### src/rtl/mem_store_buffer.sv
// rtl/mem_store_buffer.sv - posted-write store buffer between EX/MEM and the data memory
module mem_store_buffer #(
  parameter int DEPTH = 4,
  parameter int CNT_W = 3
) (
  input  logic             Clk,
  input  logic             Rst,
  input  logic [31:0]      Address,
  input  logic [31:0]      WriteData,
  input  logic [1:0]       MemWrite,
  input  logic [1:0]       MemRead,
  input  logic [31:0]      MemReadData,
  output logic [31:0]      MemAddress,
  output logic [31:0]      MemWriteData,
  output logic [1:0]       MemWriteOut,
  output logic [1:0]       MemReadOut,
  output logic [31:0]      ReadData,
  output logic             Stall,
  output logic [CNT_W-1:0] Count
);

  localparam int PTR_W = CNT_W - 1;

  logic [9:0]       ent_idx  [DEPTH];
  logic [31:0]      ent_data [DEPTH];
  logic [1:0]       ent_type [DEPTH];
  logic [PTR_W-1:0] head, tail;

  logic        is_store, is_load, full;
  logic        hit;
  logic [31:0] hit_data;
  logic [1:0]  hit_type;
  logic        load_port, fwd, part, drain, enq;
  logic [31:0] fwd_data;

  // Scan oldest to youngest so the last valid match left standing is the youngest.
  always_comb begin
    hit      = 1'b0;
    hit_data = 32'd0;
    hit_type = 2'd0;
    for (int i = 0; i < DEPTH; i++) begin
      if (CNT_W'(i) < Count && ent_idx[head + PTR_W'(i)] == Address[11:2]) begin
        hit      = 1'b1;
        hit_data = ent_data[head + PTR_W'(i)];
        hit_type = ent_type[head + PTR_W'(i)];
      end
    end
  end

  always_comb begin
    is_store  = (MemWrite != 2'd0);
    is_load   = !is_store && (MemRead != 2'd0);
    full      = (Count == CNT_W'(DEPTH));
    load_port = is_load && !hit;
    fwd       = is_load && hit && (hit_type == 2'd1);
    part      = is_load && hit && (hit_type != 2'd1);
    drain     = (Count != '0) && !load_port;
    enq       = is_store && !full;
    Stall     = (is_store && full) || part;
  end

  always_comb begin
    case (MemRead)
      2'd2:    fwd_data = {{24{hit_data[7]}}, hit_data[7:0]};
      2'd3:    fwd_data = {{16{hit_data[15]}}, hit_data[15:0]};
      default: fwd_data = hit_data;
    endcase
  end

  always_comb begin
    MemAddress   = 32'd0;
    MemWriteData = 32'd0;
    MemWriteOut  = 2'd0;
    MemReadOut   = 2'd0;
    ReadData     = 32'd0;
    if (load_port) begin
      MemAddress = Address;
      MemReadOut = MemRead;
      ReadData   = MemReadData;
    end else if (drain) begin
      MemAddress   = {20'd0, ent_idx[head], 2'b00};
      MemWriteData = ent_data[head];
      MemWriteOut  = ent_type[head];
    end
    if (fwd) ReadData = fwd_data;
  end

  always_ff @(posedge Clk) begin
    if (enq) begin
      ent_idx[tail]  <= Address[11:2];
      ent_data[tail] <= WriteData;
      ent_type[tail] <= MemWrite;
    end
  end

  always_ff @(posedge Clk or negedge Rst) begin
    if (!Rst) begin
      head  <= '0;
      tail  <= '0;
      Count <= '0;
    end else begin
      if (enq)   tail <= tail + PTR_W'(1);
      if (drain) head <= head + PTR_W'(1);
      if (enq && !drain)      Count <= Count + CNT_W'(1);
      else if (!enq && drain) Count <= Count - CNT_W'(1);
    end
  end

endmodule

### config.mk
export PLATFORM = sky130hd
export DESIGN_NAME = mem_store_buffer
export DESIGN_NICKNAME = d
export VERILOG_FILES = /design/src/rtl/mem_store_buffer.sv
export SDC_FILE = /design/constraint.sdc
export NUM_CORES = 1
export LEC_CHECK = 0
export CAP_MARGIN = 20
export CORE_MARGIN = 3
export CORE_UTILIZATION = 45
export CTS_BUF_LIST = sky130_fd_sc_hd__clkbuf_8 sky130_fd_sc_hd__clkbuf_16
export DETAILED_ROUTE_END_ITERATION = 7
export PLACE_DENSITY = 0.75
export SLEW_MARGIN = 20
export SYNTH_ARGS = -nofsm -noshare
export SYNTH_HDL_FRONTEND = slang
export SYNTH_SLANG_ARGS = --single-unit
export TNS_END_PERCENT = 50
### constraint.sdc
create_clock -name Clk -period 7.4 [get_ports Clk]
set_input_delay 1.48 -clock Clk [delete_from_list [all_inputs] [get_ports Clk]]
set_output_delay 1.48 -clock Clk [all_outputs]
set_load 0.005 [all_outputs]
==> out/summary.txt <==
DRC = 0
Register area = 5470 sq um
Via Count = 10700
Worst-path clk slew = 0.07 ns
Worst path arrival time = 5.63 ns
Setup Buffers After CTS = 0
Core area = 27900 sq um
Grt met3 use = 0.0443
Seq/Total Area, Yosys = 0.426
HP Class = flip-flop to flip-flop
Setup TNS = 0 ns
DP HPWL = 25.7 mm
Port buffer count = 205
CTS tree = done
Resize count post-CTS = 0
Crit-path leading delay family = buffers and inverters
Status = finished, final reports clean
FP Rows = 61
Antenna violations before repair = 2
Cell Chain, Critical Path = clkdlybuf4s50_1 > buf_4 > nor2b_1 > mux2_2 > and2_1 > o221ai_1 > o22ai_1 > nor4b_4 > buf_4 > a22oi_1 > o21ai_0 > clkdlybuf4s50_1
Slew HR = 0.266
Post-synth ARST share = 0.0383
Busiest metal layer after global routing = met2
Gr usage total = 0.236
Slowest stage delay, CP = 0.84 ns
Slew Viols, Final = 0
Distinct cell type count after synthesis = 88
Final WL = 37.0 mm
Post-CTS Hold Buffers = 0
Pwr per Cell Area = 379 nW/um^2
Post-synth top area cell = edfxtp_1
Startpoint Class = primary input
First-pass GRT wire length = 57.6 mm
Max Fclk = 141 MHz
Io pins = 206
Global-route met2 utilization = 0.396
Routability-driven placement congestion ratio = 0.941
Min Clock Period, post-route = 7.11 ns
Num CTS Buffers = 17
Layout fillers = 2386
Final Setup Violations = 0
GR met1 Demand/Resource = 0.305
Net Count, Synth = 1322
Crit end category = output pin
Share of cells above drive strength 1 = 0.150
Worst Path Max Fanout = 33
Top post-synthesis cells by area = edfxtp_1 41%, mux2i_1 8.8%, mux2_2 7.6%
Initial core utilization = 0.459
Max_cap viols = 0
Die Width = 175 um
Die H = 175 um
Area Overhead vs Synth = 22.6%
Number of synthesized flops with an enable pin = 176
Unrepaired setup endpoints after global routing = no
H-tree lvl count = 4
Post-synthesis cell count = 1211
Pre-Repair DR Iteration Count = 5
Synth Register Bits = 183
Multi-input gate area = 6770 sq um
WP buf/inv = 4
Total grt overflow = 0
Vias per std cell = 6.11
Least-Margin Pin Slew = 1.10 ns
Peak VDD IR = 0.000209 V
Slowest CP cell = o221ai_1
CTS Buffer Depth = 2
Data required time of the worst path = 5.92 ns
Power Total = 5950 uW
DIE AREA = 30600 sq um
Largest net degree at the start of global routing = 92
Final period util = 0.961
Synthesis Warnings = 0
ANT nets after route = 0
Syn Area/Cell = 10.6 sq um
Clk_skew = 0.0167 ns
Clk sinks = 183
DR WL/cell = 21.1 um
Synthesized area = 12800 sq um
Leak = 0.00550 uW
Final net count = 1475
Yosys top cell area share = 0.412
WS Path Type = primary input to output pin
Worst slack, placed = 0.433 ns
Final worst setup slack = 0.291 ns
Vias in the first global route = 10600
Clock tree root driver cell = clkbuf_16
Final hold vios = 0
Top FF cell, synth = edfxtp_1
Final Util = 0.563
Number of DRC markers in iteration 0 = 1093
Skew-Pair Late Insertion Delay = 0.44 ns
-- synthesized netlist by cell type, types with 9 or more instances --
cell and n:
buf_1 19, a211oi_2 9, xor2_1 15, a21oi_1 32
buf_2 26, o31a_1 16, xnor2_1 28, ha_1 9
nand2_1 81, a2111oi_0 35, a221oi_1 12, nor3_1 10
and2_1 30, o21ai_1 20, nor2_1 127, inv_1 9
nor2b_1 15, buf_6 9, edfxtp_1 176, mux2_2 87
clkbuf_1 42, a22oi_1 33, mux2i_1 113, nand2b_1 14
o21ai_0 95, a211oi_1 14
-- cell type report --
class | count | area share
clock inverters | 15 | 0.0128
repair buffers | 240 | 0.149
diodes | 2 | 0.000318
multi-input cells | 913 | 0.431
clock buffers | 17 | 0.0271
inverters | 9 | 0.00223
flip-flops and latches | 183 | 0.348
well taps | 378 | 0.0301
-- metrics by stage --
stage / std cells / hold slack, ns / instance area [sq um]
after floorplan: 1211 / 0.548 / 12800
after global placement: 1723 / 0.608 / 15100
after detailed placement: 1723 / 0.621 / 15100
after CTS: 1755 / 0.632 / 15700
after global routing: 1756 / 0.697 / 15700
final: 1757 / 0.627 / 15700
-- flip-flops by register name, indices dropped and copies added (netlist names) --
signal	count
ent_data	128
ent_type	8
tail	2
head	2
ent_idx	40
Count	3
-- layer usage --
| layer | routed length [um] | vias to the layer above |
|---|---|---|
| met5 | 13 | - |
| met4 | 1120 | 2 |
| met3 | 2880 | 75 |
| met2 | 17700 | 520 |
| met1 | 15300 | 5188 |
| li1 | - | 4942 |
-- cells by family (layout without fill, tap and decap cells) --
family,after synthesis,count (layout),synth area share
compound gates,341,341,0.194
simple gates,312,312,0.119
mux,207,207,0.175
flops,183,183,0.426
buf+inv,115,281,0.0473
xor+xnor,44,44,0.0306
fa+ha+maj,9,9,0.00878
other cells,0,2,0
-- worst reg2reg max path, stage by stage (launching register included) --
cell,delay [ns]
dfrtp_4,0.90
mux2_2,0.53
mux2_2,0.30
and2_1,0.16
o221ai_1,0.84
o22ai_1,0.25
nor4b_4,0.35
buf_4,0.26
a21o_2,0.17
buf_12,0.18
ha_1,0.23
mux2i_1,0.19
nor2_1,0.07
xnor2_1,0.12
-- report_power, final --
group | total [uW] | switching, uW | leakage, uW | internal, uW
clock | 937 | 447 | 0.000299 | 490
combinational | 3310 | 1870 | 0.00349 | 1440
sequential | 1700 | 223 | 0.00171 | 1480
-- cells in the final DEF (no fill, tap or decap), drive strengths merged, types with 23 or more instances in the layout --
cell,instances
a21oi,32
o21ai,116
mux2,87
buf,35
a211oi,23
nor2,128
clkdlybuf4s50,205
xnor2,28
nand2,81
edfxtp,176
mux2i,117
a22oi,34
a2111oi,36
and2,30
-- path summary, 6_finish.rpt --
| path | from | to | slack [ns] | depth (start not counted) |
|---|---|---|---|---|
| max | Address[5] | ReadData[19] | 0.29 | 12 |
| min | tail[1] | tail[1] | 0.63 | 2 |
| max reg2reg | head[1] | Count[2] | 2.73 | 13 |
| min reg2reg | tail[1] | tail[1] | 0.63 | 2 |
| max in group asynchronous | Rst | head[1] | 5.82 | 1 |
| min in group asynchronous | Rst | head[0] | 1.30 | 1 |
(Power assumes the default switching activity.)
